[src/rtl/keypad_scan_fifo_pkg.sv]
// Shared constants and helpers for the scanned keypad with key queue.
package keypad_pkg;

  // Bit positions inside the status word returned when sel_status = 1
  localparam int unsigned ST_READY     = 0;
  localparam int unsigned ST_OVF       = 1;
  localparam int unsigned ST_FULL      = 2;
  localparam int unsigned ST_COUNT_LSB = 8;

  // Bits needed to hold a linear key code for a matrix of the given key count
  function automatic int unsigned code_width(input int unsigned keys);
    return (keys > 1) ? $clog2(keys) : 1;
  endfunction

  // Printed legend of the 4x4 keypad: 1 2 3 A / 4 5 6 B / 7 8 9 C / E 0 F D
  function automatic logic [3:0] hex_legend(input logic [1:0] row, input logic [1:0] col);
    logic [3:0] code;
    case ({row, col})
      4'h0: code = 4'h1;  4'h1: code = 4'h2;  4'h2: code = 4'h3;  4'h3: code = 4'hA;
      4'h4: code = 4'h4;  4'h5: code = 4'h5;  4'h6: code = 4'h6;  4'h7: code = 4'hB;
      4'h8: code = 4'h7;  4'h9: code = 4'h8;  4'hA: code = 4'h9;  4'hB: code = 4'hC;
      4'hC: code = 4'hE;  4'hD: code = 4'h0;  4'hE: code = 4'hF;  default: code = 4'hD;
    endcase
    return code;
  endfunction

endpackage

[src/rtl/keypad_scan_fifo_if.sv]
// CPU-side bus of the keypad: read select, pop / clear strobes, read data and interrupt.
interface keypad_scan_fifo_if;
  logic        sel_status;
  logic        pop;
  logic        clr_ovf;
  logic [15:0] rdata;
  logic        irq;

  modport master (output sel_status, pop, clr_ovf, input  rdata, irq);
  modport slave  (input  sel_status, pop, clr_ovf, output rdata, irq);
endinterface

[src/rtl/keypad_scan_fifo_fifo.sv]
// Key code queue: wrap-bit pointers, sticky overflow, pop ignored when empty.
module sync_fifo #(
  parameter int unsigned WIDTH = 4,
  parameter int unsigned DEPTH = 4
) (
  input  logic                     clk,
  input  logic                     rst_n,
  input  logic                     push,
  input  logic                     pop,
  input  logic                     clr_ovf,
  input  logic [WIDTH-1:0]         din,
  output logic [WIDTH-1:0]         dout,
  output logic [$clog2(DEPTH):0]   count,
  output logic                     full,
  output logic                     empty,
  output logic                     ovf
);
  localparam int unsigned AW = $clog2(DEPTH);

  logic [WIDTH-1:0] mem [DEPTH];
  logic [AW:0]      wr_ptr, rd_ptr;
  logic             do_push, do_pop;

  assign count   = wr_ptr - rd_ptr;
  assign empty   = (wr_ptr == rd_ptr);
  assign full    = (count == (AW+1)'(DEPTH));
  // A pop on a full queue frees the slot the simultaneous push needs
  assign do_pop  = pop & ~empty;
  assign do_push = push & (~full | do_pop);
  assign dout    = empty ? '0 : mem[rd_ptr[AW-1:0]];

  // Pointer and sticky overflow update; a dropped push beats a same-cycle clear
  always_ff @(posedge clk or negedge rst_n) begin
    if (!rst_n) begin
      wr_ptr <= '0;
      rd_ptr <= '0;
      ovf    <= 1'b0;
    end else begin
      if (do_push) wr_ptr <= wr_ptr + 1'b1;
      if (do_pop)  rd_ptr <= rd_ptr + 1'b1;
      if (push && full && !do_pop) ovf <= 1'b1;
      else if (clr_ovf)            ovf <= 1'b0;
    end
  end

  // Storage write; contents are don't-care while empty so no reset is needed
  always_ff @(posedge clk) begin
    if (do_push) mem[wr_ptr[AW-1:0]] <= din;
  end
endmodule

[src/rtl/keypad_scan_fifo.sv]
// Row-scanned keypad: synchronise columns, debounce per row, reject multi-key, queue codes.
module keypad_scan_fifo
  import keypad_pkg::*;
#(
  parameter int unsigned ROWS       = 4,
  parameter int unsigned COLS       = 4,
  parameter int unsigned SCAN_DIV   = 16,
  parameter int unsigned DEBOUNCE   = 12,
  parameter int unsigned FIFO_DEPTH = 4,
  parameter int unsigned MAP_HEX    = 1
) (
  input  logic              clk,
  input  logic              rst_n,
  output logic [ROWS-1:0]   row_drive,
  input  logic [COLS-1:0]   col_sense,
  keypad_scan_fifo_if.slave bus
);
  localparam int unsigned CW  = code_width(ROWS * COLS);
  localparam int unsigned RW  = (ROWS > 1) ? $clog2(ROWS) : 1;
  localparam int unsigned CLW = (COLS > 1) ? $clog2(COLS) : 1;
  localparam int unsigned AW  = $clog2(FIFO_DEPTH);

  logic [COLS-1:0]     col_s1, col_s2;
  logic [SCAN_DIV-1:0] prescaler;
  logic [RW-1:0]       row_idx;
  logic [COLS-1:0]     capture [ROWS];
  logic [DEBOUNCE-1:0] hist    [ROWS];
  logic [ROWS-1:0]     deb;
  logic                any_r, any_q;
  int unsigned         down_cnt, zero_cnt;
  logic [RW-1:0]       sel_row;
  logic [CLW-1:0]      sel_col;
  logic                key_valid, push_evt;
  logic [CW-1:0]       key_code, fifo_head;
  logic [AW:0]         fifo_count;
  logic                fifo_full, fifo_empty, fifo_ovf;
  logic                tick;

  assign tick = &prescaler;

  // Two-flop synchroniser for the asynchronous column inputs
  always_ff @(posedge clk or negedge rst_n) begin
    if (!rst_n) begin
      col_s1 <= '1;
      col_s2 <= '1;
    end else begin
      col_s1 <= col_sense;
      col_s2 <= col_s1;
    end
  end

  // Prescaler, per-row capture/history on each tick, then advance the one-cold strobe
  always_ff @(posedge clk or negedge rst_n) begin
    if (!rst_n) begin
      prescaler <= '0;
      row_idx   <= '0;
      row_drive <= ~ROWS'(1);
      for (int unsigned r = 0; r < ROWS; r++) begin
        capture[r] <= '0;
        hist[r]    <= '0;
      end
    end else begin
      prescaler <= prescaler + 1'b1;
      if (tick) begin
        capture[row_idx] <= col_s2;
        hist[row_idx]    <= {hist[row_idx][DEBOUNCE-2:0], ~&col_s2};
        row_drive        <= {row_drive[ROWS-2:0], row_drive[ROWS-1]};
        row_idx          <= (row_idx == RW'(ROWS-1)) ? '0 : row_idx + 1'b1;
      end
    end
  end

  // Per-row debounced state: flips only on a unanimous history
  always_ff @(posedge clk or negedge rst_n) begin
    if (!rst_n) begin
      deb <= '0;
    end else begin
      for (int unsigned r = 0; r < ROWS; r++) begin
        if (&hist[r])       deb[r] <= 1'b1;
        else if (~|hist[r]) deb[r] <= 1'b0;
      end
    end
  end

  // Any-key-down registered, then delayed once more to find its rising edge
  always_ff @(posedge clk or negedge rst_n) begin
    if (!rst_n) begin
      any_r <= 1'b0;
      any_q <= 1'b0;
    end else begin
      any_r <= |deb;
      any_q <= any_r;
    end
  end

  // Locate the pressed row and column, counting rows down and zeros in its capture
  always_comb begin
    down_cnt = 0;
    zero_cnt = 0;
    sel_row  = '0;
    sel_col  = '0;
    for (int unsigned r = 0; r < ROWS; r++) begin
      if (deb[r]) begin
        down_cnt++;
        sel_row = RW'(r);
      end
    end
    for (int unsigned c = 0; c < COLS; c++) begin
      if (!capture[sel_row][c]) begin
        zero_cnt++;
        sel_col = CLW'(c);
      end
    end
  end

  assign key_valid = (down_cnt == 1) && (zero_cnt == 1);
  assign push_evt  = any_r & ~any_q & key_valid;

  if (MAP_HEX != 0) begin : g_hex
    if (ROWS != 4 || COLS != 4) begin : g_bad_size
      $error("keypad_scan_fifo: MAP_HEX=1 requires a 4x4 matrix");
    end
    assign key_code = CW'(hex_legend(2'(sel_row), 2'(sel_col)));
  end else begin : g_linear
    assign key_code = CW'(int'(sel_row) * COLS + int'(sel_col));
  end

  sync_fifo #(
    .WIDTH (CW),
    .DEPTH (FIFO_DEPTH)
  ) u_fifo (
    .clk     (clk),
    .rst_n   (rst_n),
    .push    (push_evt),
    .pop     (bus.pop),
    .clr_ovf (bus.clr_ovf),
    .din     (key_code),
    .dout    (fifo_head),
    .count   (fifo_count),
    .full    (fifo_full),
    .empty   (fifo_empty),
    .ovf     (fifo_ovf)
  );

  assign bus.irq = ~fifo_empty;

  // Read mux: status word or zero-extended queue head
  always_comb begin
    bus.rdata = '0;
    if (bus.sel_status) begin
      bus.rdata[ST_COUNT_LSB +: 8] = 8'(fifo_count);
      bus.rdata[ST_FULL]           = fifo_full;
      bus.rdata[ST_OVF]            = fifo_ovf;
      bus.rdata[ST_READY]          = ~fifo_empty;
    end else begin
      bus.rdata[CW-1:0] = fifo_head;
    end
  end
endmodule

[src/flat_wrapper.sv]
// flat-port wrapper written by rule: the top's interface ports become plain ports
module keypad_scan_fifo_flat import keypad_pkg::*;
#(
  parameter int unsigned ROWS       = 4,
  parameter int unsigned COLS       = 4,
  parameter int unsigned SCAN_DIV   = 16,
  parameter int unsigned DEBOUNCE   = 12,
  parameter int unsigned FIFO_DEPTH = 4,
  parameter int unsigned MAP_HEX    = 1
)
  (clk, rst_n, row_drive, col_sense, bus_sel_status, bus_pop, bus_clr_ovf, bus_rdata, bus_irq);
  keypad_scan_fifo_if bus_i ();
  input  logic clk;
  input  logic rst_n;
  output logic [ROWS-1:0] row_drive;
  input  logic [COLS-1:0] col_sense;
  input wire logic [$bits(bus_i.sel_status)-1:0] bus_sel_status;
  input wire logic [$bits(bus_i.pop)-1:0] bus_pop;
  input wire logic [$bits(bus_i.clr_ovf)-1:0] bus_clr_ovf;
  output wire logic [$bits(bus_i.rdata)-1:0] bus_rdata;
  output wire logic [$bits(bus_i.irq)-1:0] bus_irq;
  assign bus_i.sel_status = bus_sel_status;
  assign bus_i.pop = bus_pop;
  assign bus_i.clr_ovf = bus_clr_ovf;
  assign bus_rdata = bus_i.rdata;
  assign bus_irq = bus_i.irq;
  keypad_scan_fifo #(.ROWS(ROWS), .COLS(COLS), .SCAN_DIV(SCAN_DIV), .DEBOUNCE(DEBOUNCE), .FIFO_DEPTH(FIFO_DEPTH), .MAP_HEX(MAP_HEX)) u_core (.clk(clk), .rst_n(rst_n), .row_drive(row_drive), .col_sense(col_sense), .bus(bus_i));
endmodule
[config.mk]
export PLATFORM = sky130hd
export DESIGN_NAME = keypad_scan_fifo_flat
export DESIGN_NICKNAME = d
export VERILOG_FILES = /design/src/rtl/keypad_scan_fifo_pkg.sv /design/src/rtl/keypad_scan_fifo_if.sv /design/src/rtl/keypad_scan_fifo_fifo.sv /design/src/rtl/keypad_scan_fifo.sv /design/src/flat_wrapper.sv
export SDC_FILE = /design/constraint.sdc
export NUM_CORES = 1
export LEC_CHECK = 0
export CAP_MARGIN = 15
export CORE_MARGIN = 8
export CORE_UTILIZATION = 25
export DETAILED_ROUTE_END_ITERATION = 12
export GPL_TIMING_DRIVEN = 0
export PLACE_DENSITY_LB_ADDON = 0.25
export SLEW_MARGIN = 0
export SYNTH_ARGS = -nofsm -noshare
export SYNTH_HDL_FRONTEND = slang
export SYNTH_SLANG_ARGS = --single-unit
export TNS_END_PERCENT = 50
[constraint.sdc]
create_clock -name clk -period 4.2 [get_ports clk]
set_clock_uncertainty 0.2 [all_clocks]
set_input_delay 0.63 -clock clk [delete_from_list [all_inputs] [get_ports clk]]
set_output_delay 0.63 -clock clk [all_outputs]
set_load 0.02 [all_outputs]
==> impl_metrics.csv, run 1 <==
group,metric,value,unit
global_route,antenna_found_initial,0,
sta,maxSlewHeadroom,0.4431,
clock_tree,hold_buffers,0,
logic_synthesis,synth_top_area_frac,0.4009,
die,core_area,23470,sq um
logic_synthesis,async_flop_share,0.8699,
detailed_routing,drt-initial-drc-count,204,
placed_design,gp_congestion,0.7726,
clock_tree,clk_latency,0.41,ns
setup_path,critPathMaxFanout,10,
layout,nets,534,
setup_path,critPathSlowestCell,"dfrtp_1",
detailed_routing,vias,3718,
logic_synthesis,synthTopCellsByArea,"dfrtp_1 40%, mux2_2 12%, edfxtp_1 8.0%, mux4_2 5.6%, dfstp_2 4.8%",
die,start_util,0.2553,
global_route,grt_first_pass_wirelength,20740,um
logic_synthesis,synth_commonest_cells,"96 x dfrtp_1, 66 x mux2_2, 33 x nand2_1",
logic_synthesis,syn_area_per_cell,13.23,sq um
sta,finalSetupViolations,0,
setup_path,r2r_slack,0.33,ns
clock_tree,cts_setup_buffers,0,
logic_synthesis,yosys.area.top_type,"dfrtp_1",
pwr,ir_drop,0.2992,mV
layout,layout-drive-gt1-share,0.3171,
clock_tree,htree_levels,4,
status,status,"completed",
pwr,total_power,3.136,mW
logic_synthesis,synth-edff-count,16,
detailed_routing,ant_nets,0,
logic_synthesis,synth_cells,453,
detailed_routing,wl_per_cell,15.11,um
detailed_routing,routed_wl,12580,um
clock_tree,path_clk_slew,0.06,ns
setup_path,end_kind,"register",
global_route,grtUsageTotal,0.09160,
sta,fmax,258.6,MHz
placed_design,hpwlAfterDp,9044,um
die,die_area,29180,sq um
die,fp.dieH,170.8,um
logic_synthesis,yosysMostFrequentCell,"dfrtp_1",
logic_synthesis,synthFlopType,"dfrtp_1",
layout,syn2layout_area_growth,21.40,%
detailed_routing,via_per_inst,4.463,
clock_tree,ctsLongestPathBuffers,2,
placed_design,port_buffers,20,
logic_synthesis,ys_seq_area_frac,0.5293,
setup_path,crit_arrival,3.78,ns
run,maxCapViolations,0,
global_route,grt_max_degree,61,
pwr,p_leak,3.204,nW
setup_path,cp-start-kind,"register",
placed_design,placed_area,6646,sq um
layout,final_core_util,0.3099,
die,die_w,170.8,um
sta,tightest_slew,0.8354,ns
sta,fin_crit,3.867,ns
detailed_routing,first_pass_iters,4,
setup_path,crit_chain,"clkbuf_2, buf_2, a211oi_1, o31ai_1, inv_1, ha_1, xnor2_2, ha_1, inv_1, nor4_4, o2111ai_4, nor3_4, and2_2",
clock_tree,clock_sinks,123,
sta,hold_violations,0,
global_route,first_global_vias,3919,
clock_tree,cts_tree,"done",
clock_tree,cts_root_buffer,"clkbuf_16",
setup_path,critPathKind,"register to register",
hold_path,hp-class,"input pin to async pin",
die,io_pins,30,
logic_synthesis,synth_cell_types,57,
layout,final_area,7274,sq um
detailed_routing,drc,0,
setup_path,reg2reg_from,"u_core.deb[2]$_DFFE_PN0P_",
layout,fillers,2337,
global_route,overflow,0,
logic_synthesis,ys_warn_count,0,
logic_synthesis,ys_ff_latch,123,
setup_path,slowest_delay,0.44,ns
setup_path,required,4.11,ns
layout,antenna_cells,0,
sta,finalCritPeriodShare,0.9207,
sta,slew_violations,0,
sta,rsz0062_at_grt,"no",
die,placement_rows,56,
logic_synthesis,netlist_area,5992,sq um
setup_path,r2r_end,"u_core.u_fifo.mem[2][0]$_DFFE_PP_",
pwr,powerDensity,431.1,nW/um^2
setup_path,rr_worst_depth,13,
clock_tree,cts_made_buffers,17,
[layout make-up]
class,count,area (sq um),area share
sequential,123,3172,0.4360
multi-input combinational,296,2638,0.3626
clock buffer,20,456.7,0.06278
tap,319,399.1,0.05487
timing repair buffer,21,225.2,0.03096
clock inverter,12,167.7,0.02305
buffer,24,148.9,0.02047
inverter,18,67.56,0.009288
[what timing repair did]
action                     4_1_cts  5_1_grt
pin swaps                        0        0
setup endpoints to repair       16       17
resized for setup                1        3
[critical path, delay by kind of cell (launching register included)]
family / cells / cell delay, ns
fa+ha+maj: 2 / 0.53
flops: 1 / 0.44
simple gates: 3 / 0.84
buf+inv: 4 / 0.70
xor+xnor: 1 / 0.24
compound gates: 3 / 0.62
[placed cells by master (no fill, tap or decap), drive strengths merged, types with 15 or more instances in the layout]
cell type / count
ha: 23
dfrtp: 96
edfxtp: 16
xnor2: 18
mux2: 68
clkdlybuf4s50: 19
clkbuf: 25
buf: 21
nand2: 36
mux4: 15
inv: 20
[metal layers]
metal,GRT usage,routed length [um],vias to the layer above
met4,0.03554,242,0
met3,0.02858,596,20
met1,0.1128,5774,1906
met5,0,0,-
met2,0.1481,5971,70
li1,-,-,1722
[metrics by stage]
stage	std cells	TNS [ns]	hold WS [ns]	setup slack (ns)
2_1_floorplan	461	0	0.1344	0.7055
3_3_place_gp	800	-179.75	0.1475	-1.827
3_5_place_dp	801	-0.1149	0.1472	-0.01632
4_1_cts	833	0	0.06940	0.1320
5_1_grt	833	0	0.09017	0.05181
6_report	833	0	0.04876	0.3332
[cell families (layout without fill, tap and decap cells)]
group                    after synthesis  in the layout  synth area share
AO/OA/AOI/OAI                         38             38           0.04782
XOR/XNOR                              23             23           0.03487
adder cells (fa/ha/maj)               24             24           0.05137
buffers and inverters                 42             95           0.03549
flip-flops                           123            123            0.5293
multiplexers                          85             85            0.1888
other                                  1              9         0.0006258
AND/OR/NAND/NOR                      117            117            0.1117
[power breakdown]
part	leakage [nW]	internal, mW	switching [mW]
logic	1.33	0.171	0.177
clock network	0.306	1.02	0.514
registers	1.57	1.23	0.0268
[worst max-delay path by stage]
stage,startpoint,slack [ns],to
finish,u_core.deb[2]$_DFFE_PN0P_,0.33,u_core.u_fifo.mem[2][0]$_DFFE_PP_
global route,u_core.deb[2]$_DFFE_PN0P_,0.05,u_core.u_fifo.mem[0][3]$_DFFE_PP_
CTS,u_core.deb[2]$_DFFE_PN0P_,0.13,u_core.u_fifo.mem[3][3]$_DFFE_PP_
detailed placement,u_core.deb[2]$_DFFE_PN0P_,-0.02,u_core.u_fifo.mem[0][2]$_DFFE_PP_
global placement,rst_n,-1.83,u_core.prescaler[0]$_DFF_PN0_
floorplan,u_core.deb[2]$_DFFE_PN0P_,0.71,u_core.u_fifo.mem[0][0]$_DFFE_PP_
[registers in the layout, summed over array words and instances, names as in the netlist]
signal and count:
u_core.any_q 1, u_core.any_r 1, u_core.capture 16, u_core.col_s1 4
u_core.col_s2 4, u_core.deb 4, u_core.hist 48, u_core.prescaler 16
u_core.row_drive 4, u_core.row_idx 2, u_core.u_fifo.mem 16, u_core.u_fifo.ovf 1
u_core.u_fifo.rd_ptr 3, u_core.u_fifo.wr_ptr 3
Power figures use the tool's default switching activity.
==> inputs of run 2 (changes only) <==
==> constraint.sdc (replaced) <==
create_clock -name clk -period 3.1 [get_ports clk]
set_clock_uncertainty 0.2 [all_clocks]
set_input_delay 0.465 -clock clk [delete_from_list [all_inputs] [get_ports clk]]
set_output_delay 0.465 -clock clk [all_outputs]
set_load 0.02 [all_outputs]
==> run 2 against run 1 <==
  * The flow now finishes with violations (setup timing)
  * Wire length increased by 2.3%
  * Utilization is 0.42 points higher
  * Total power grew 23%
  * Maximum frequency rose by 19%
  * Cell count rose by 1.7%
  * Largest power group is now registers
  * Highest routed layer unchanged
==> impl_metrics.csv, run 2 (same netlist as run 1, synthesis figures left out) <==
group,metric,value,unit
global_route,grtUsageTotal,0.09596,
layout,largest_reg_flops,48,
pwr,powerDensity,521.5,nW/um^2
clock_tree,clk_latency,0.41,ns
sta,fin_tns_setup,-1.910,ns
pwr,p_leak,3.257,nW
placed_design,hpwlAfterDp,9120,um
sta,slew_violations,0,
sta,layout_setup_ws,-0.1515,ns
setup_path,critPathMaxFanout,5,
layout,final_cell_mix,"95 x dfrtp_1, 65 x mux2_2, 32 x nand2_1",
layout,final_core_util,0.3141,
clock_tree,ctsLongestPathBuffers,2,
status,status,"finished, violations left",
layout,syn2layout_area_growth,23.05,%
clock_tree,cts_tree,"done",
status,violations,"setup timing",
clock_tree,path_clk_slew,0.05,ns
sta,finalSetupViolations,17,
sta,finalCritPeriodShare,1.049,
setup_path,crit_arrival,3.16,ns
global_route,overflow,0,
global_route,grt_first_pass_wirelength,21620,um
die,die_area,29180,sq um
detailed_routing,drc,0,
pwr,ir_drop,0.2968,mV
layout,layout-drive-gt1-share,0.3447,
sta,rsz0062_at_grt,"yes",
setup_path,required,3.01,ns
die,io_pins,30,
setup_path,critPathKind,"register to register",
clock_tree,cts_made_buffers,17,
sta,fmax,307.6,MHz
detailed_routing,first_pass_iters,4,
sta,hold_violations,0,
setup_path,slowest_delay,0.38,ns
die,core_area,23470,sq um
placed_design,gp_congestion,0.7533,
sta,fin_crit,3.251,ns
hold_path,hp-class,"register to register",
layout,nets,548,
setup_path,path_buf_inv,3,
layout,top_register,"u_core.hist",
pwr,total_power,3.845,mW
global_route,first_global_vias,4066,
placed_design,port_buffers,20,
detailed_routing,ant_nets,0,
run,maxCapViolations,0,
die,placement_rows,56,
sta,maxSlewHeadroom,0.5534,
setup_path,critPathSlowestCell,"dfrtp_1",
clock_tree,clock_sinks,123,
setup_path,crit_chain,"buf_6, and2b_2, a211oi_2, o31ai_2, inv_1, ha_4, xnor2_4, ha_4, inv_2, nor4_4, o2111ai_4, nor3_4, and2_4",
die,start_util,0.2553,
setup_path,end_kind,"register",
detailed_routing,via_per_inst,4.372,
clock_tree,htree_levels,4,
setup_path,critPathTopFamily,"simple AND/OR/NAND/NOR gates",
layout,final_common_cell,"dfrtp_1",
die,die_w,170.8,um
global_route,grt_max_degree,70,
setup_path,crit_top_cell,"ha_4",
setup_path,cp-start-kind,"register",
clock_tree,cts_root_buffer,"clkbuf_16",
layout,antenna_cells,0,
detailed_routing,vias,3703,
sta,tightest_slew,0.6689,ns
detailed_routing,drt-initial-drc-count,124,
detailed_routing,routed_wl,12870,um
detailed_routing,wl_per_cell,15.20,um
die,fp.dieH,170.8,um
global_route,antenna_found_initial,0,
[run 2: final timing paths]
path,from,endpoint,slack [ns],cells after the start
setup reg to reg,u_core.deb[1]$_DFFE_PN0P_,u_core.u_fifo.mem[2][0]$_DFFE_PP_,-0.15,13
max in group asynchronous,rst_n,u_core.row_drive[1]$_DFFE_PN1P_,1.68,4
setup / recovery,u_core.deb[1]$_DFFE_PN0P_,u_core.u_fifo.mem[2][0]$_DFFE_PP_,-0.15,13
min in group asynchronous,rst_n,u_core.col_s2[2]$_DFF_PN1_,0.38,2
hold / removal,u_core.col_s1[3]$_DFF_PN1_,u_core.col_s2[3]$_DFF_PN1_,0.15,0
hold reg to reg,u_core.col_s1[3]$_DFF_PN1_,u_core.col_s2[3]$_DFF_PN1_,0.15,0
[run 2: timing repair]
action	CTS	global route
pin swaps	14	7
setup buffers	10	2
setup endpoints to repair	25	42
hold buffers	1	0
hold endpoints to repair	62	0
gates resized for setup	18	8
[run 2: per-layer routing]
| metal | GRT usage | share of wire | wire length [um] |
|---|---|---|---|
| met1 | 0.1181 | 0.46 | 5932 |
| met2 | 0.1579 | 0.48 | 6203 |
| met3 | 0.03227 | 0.044 | 568 |
| met4 | 0.02798 | 0.013 | 168 |
| met5 | 0 | 0 | 0 |
[run 2: layout make-up]
| class | count | area [sq um] |
|---|---|---|
| fillers | 2360 | 16100 |
| flip-flops and latches | 123 | 3173 |
| multi-input cells | 296 | 2716 |
| clock buffers | 27 | 473.0 |
| well taps | 319 | 399.1 |
| repair buffers | 35 | 346.6 |
| plain buffers | 24 | 172.7 |
| inverters | 18 | 67.56 |
| clock inverters | 5 | 25.02 |
[run 2: worst register-to-register path, stage by stage (launching register included)]
cell	delay, ns
dfrtp_1	0.38
buf_6	0.14
and2b_2	0.21
a211oi_2	0.04
o31ai_2	0.29
inv_1	0.13
ha_4	0.32
xnor2_4	0.13
ha_4	0.15
inv_2	0.04
nor4_4	0.17
o2111ai_4	0.16
nor3_4	0.35
and2_4	0.25
[run 2: metrics by stage]
step                hold slack, ns  cell area, sq um  worst slack [ns]  std cells
floorplan                 -0.03059              6058          -0.08630        461
global placement            0.1478              6658            -2.790        800
detailed placement          0.1501              6703           -0.5738        802
CTS                         0.1569              7351           -0.2143        845
global route                0.1591              7373           -0.2923        847
finish                      0.1543              7373           -0.1515        847
[run 2: power by group]
group          internal [mW]  total, mW  switching (mW)  leakage (nW)
Sequential              1.67       1.71          0.0388          1.57
Combinational          0.226      0.467           0.241          1.44
Clock                   1.03       1.67           0.640         0.247
==> inputs of run 3 (changes only) <==
--- a/config.mk
+++ b/config.mk
@@ -10,7 +10,7 @@
 export CORE_UTILIZATION = 25
 export DETAILED_ROUTE_END_ITERATION = 12
 export GPL_TIMING_DRIVEN = 0
-export PLACE_DENSITY_LB_ADDON = 0.25
+export SKIP_CTS_REPAIR_TIMING = 1
 export SLEW_MARGIN = 0
 export SYNTH_ARGS = -nofsm -noshare
 export SYNTH_HDL_FRONTEND = slang
==> constraint.sdc (replaced) <==
create_clock -name clk -period 2.7 [get_ports clk]
set_clock_uncertainty 0.2 [all_clocks]
set_input_delay 0.405 -clock clk [delete_from_list [all_inputs] [get_ports clk]]
set_output_delay 0.405 -clock clk [all_outputs]
set_load 0.02 [all_outputs]
==> run 3 against run 2 <==
  * Count of clock-buffer cells in the layout is 8 lower
  * Highest routed layer unchanged
  * Setup slack worse by 0.41 ns
  * The flow still finishes with violations (setup timing)
  * Maximum frequency is 0.18% lower
  * Largest cell class unchanged
  * Non-clock buffer count is 5 higher
  * Critical endpoint is now u_core.u_fifo.wr_ptr[1]$_DFFE_PN0N_
  * First-iteration DRC count is 4.8% lower
==> impl_metrics.csv, run 3 (same netlist as run 1, synthesis figures left out) <==
group,metric,value,unit
sta,maxSlewHeadroom,0.5413,
clock_tree,clock_sinks,123,
layout,layout-drive-gt1-share,0.3809,
die,die_w,170.8,um
sta,finalCritPeriodShare,1.206,
setup_path,rr_worst_depth,12,
setup_path,critPathMaxFanout,6,
layout,nets,553,
placed_design,gp_congestion,0.7461,
sta,tightest_slew,0.6869,ns
setup_path,r2r_slack,-0.56,ns
layout,multiInputGateArea,2729,sq um
global_route,antenna_found_initial,0,
sta,fin_crit,3.257,ns
hold_path,hp-class,"register to register",
layout,final_cell_mix,"93 x dfrtp_1, 65 x mux2_2, 33 x nand2_1",
sta,fin_tns_setup,-15.62,ns
layout,top_register,"u_core.hist",
sta,slew_violations,0,
setup_path,crit_arrival,3.35,ns
detailed_routing,ant_nets,0,
clock_tree,cts_root_buffer,"clkbuf_16",
detailed_routing,first_pass_iters,4,
layout,final_area,7538,sq um
detailed_routing,drt-initial-drc-count,118,
global_route,grtUsageTotal,0.08810,
detailed_routing,wl_per_cell,14.51,um
pwr,powerDensity,635.5,nW/um^2
clock_tree,ctsLongestPathBuffers,2,
clock_tree,cts_made_buffers,17,
detailed_routing,via_per_inst,4.344,
sta,whs,0.1536,ns
setup_path,cp-start-kind,"register",
detailed_routing,vias,3701,
die,fp.dieH,170.8,um
die,start_util,0.2553,
detailed_routing,drc,0,
sta,layout_setup_ws,-0.5574,ns
layout,syn2layout_area_growth,25.81,%
global_route,grt_max_degree,63,
pwr,p_leak,3.336,nW
placed_design,port_buffers,20,
sta,finalSetupViolations,41,
clock_tree,cts_tree,"done",
placed_design,placed_area,6683,sq um
sta,fmax,307.0,MHz
run,maxCapViolations,0,
layout,largest_reg_flops,48,
global_route,grt_first_pass_wirelength,19980,um
setup_path,required,2.80,ns
pwr,ir_drop,0.3868,mV
setup_path,slowest_delay,0.41,ns
hold_path,worstHoldPathCells,0,
placed_design,pre_cts_slack,-0.8508,ns
setup_path,end_kind,"register",
sta,hold_violations,0,
clock_tree,clk_latency,0.41,ns
layout,final_common_cell,"dfrtp_1",
status,status,"finished, violations left",
detailed_routing,routed_wl,12370,um
status,violations,"setup timing",
global_route,first_global_vias,3645,
die,core_area,23470,sq um
layout,antenna_cells,0,
setup_path,crit_chain,"buf_6, buf_4, mux2_4, a221o_1, buf_6, xnor2_4, ha_4, nand2b_4, a2bb2oi_4, nor3_4, buf_4, mux2_4",
layout,final_core_util,0.3212,
sta,rsz0062_at_grt,"yes",
setup_path,critPathSlowestCell,"dfrtp_1",
clock_tree,path_clk_slew,0.06,ns
setup_path,critPathKind,"register to register",
global_route,overflow,0,
placed_design,hpwlAfterDp,8397,um
die,die_area,29180,sq um
die,io_pins,30,
clock_tree,htree_levels,4,
layout,fillers,2341,
layout,regArea,3176,sq um
die,placement_rows,56,
## run 3: worst max-delay path, delay by kind of cell, from the launching register on
kind / cells / cell delay [ns]
adders and majority gates: 1 / 0.23
and+or+nand+nor: 2 / 0.46
DFF: 1 / 0.41
xor gates and xnor gates: 1 / 0.20
AOI/OAI and AO/OA: 2 / 0.50
muxes: 2 / 0.57
buffers and inverters: 4 / 0.58
## run 3: stage by stage
stage               std cells  power, mW
floorplan                 461      2.315
global placement          800      2.524
detailed placement        801      2.534
CTS                       833      4.838
global route              852      4.999
finish                    852      4.790
## run 3: cell type report
| cell class | count | area share |
|---|---|---|
| clock buffers | 19 | 0.06158 |
| well taps | 319 | 0.05295 |
| inverters | 18 | 0.008963 |
| multi-input cells | 296 | 0.3620 |
| flip-flops and latches | 123 | 0.4212 |
| plain buffers | 23 | 0.02390 |
| repair buffers | 41 | 0.05079 |
| clock inverters | 13 | 0.01859 |
## run 3: path summary, 6_finish.rpt
kind,startpoint,end
max,u_core.deb[1]$_DFFE_PN0P_,u_core.u_fifo.wr_ptr[1]$_DFFE_PN0N_
min,u_core.col_s1[1]$_DFF_PN1_,u_core.col_s2[1]$_DFF_PN1_
max reg2reg,u_core.deb[1]$_DFFE_PN0P_,u_core.u_fifo.wr_ptr[1]$_DFFE_PN0N_
min reg2reg,u_core.col_s1[1]$_DFF_PN1_,u_core.col_s2[1]$_DFF_PN1_
max in group asynchronous,rst_n,u_core.row_drive[2]$_DFFE_PN1P_
min in group asynchronous,rst_n,u_core.capture[6]$_DFFE_PN0P_
## run 3: metal layers
layer / global-route usage / routed length [um] / vias to the layer above
met1: 0.1158 / 5858 / 1859
li1: - / - / 1762
met2: 0.1349 / 5694 / 68
met4: 0.02873 / 140 / 0
met3: 0.02904 / 674 / 12
met5: 0 / 0 / -
## run 3: power by group
group / total (mW) / internal (mW) / switching, mW
Sequential: 1.95 / 1.91 / 0.0429
Combinational: 0.558 / 0.279 / 0.279
Clock: 2.28 / 1.44 / 0.841
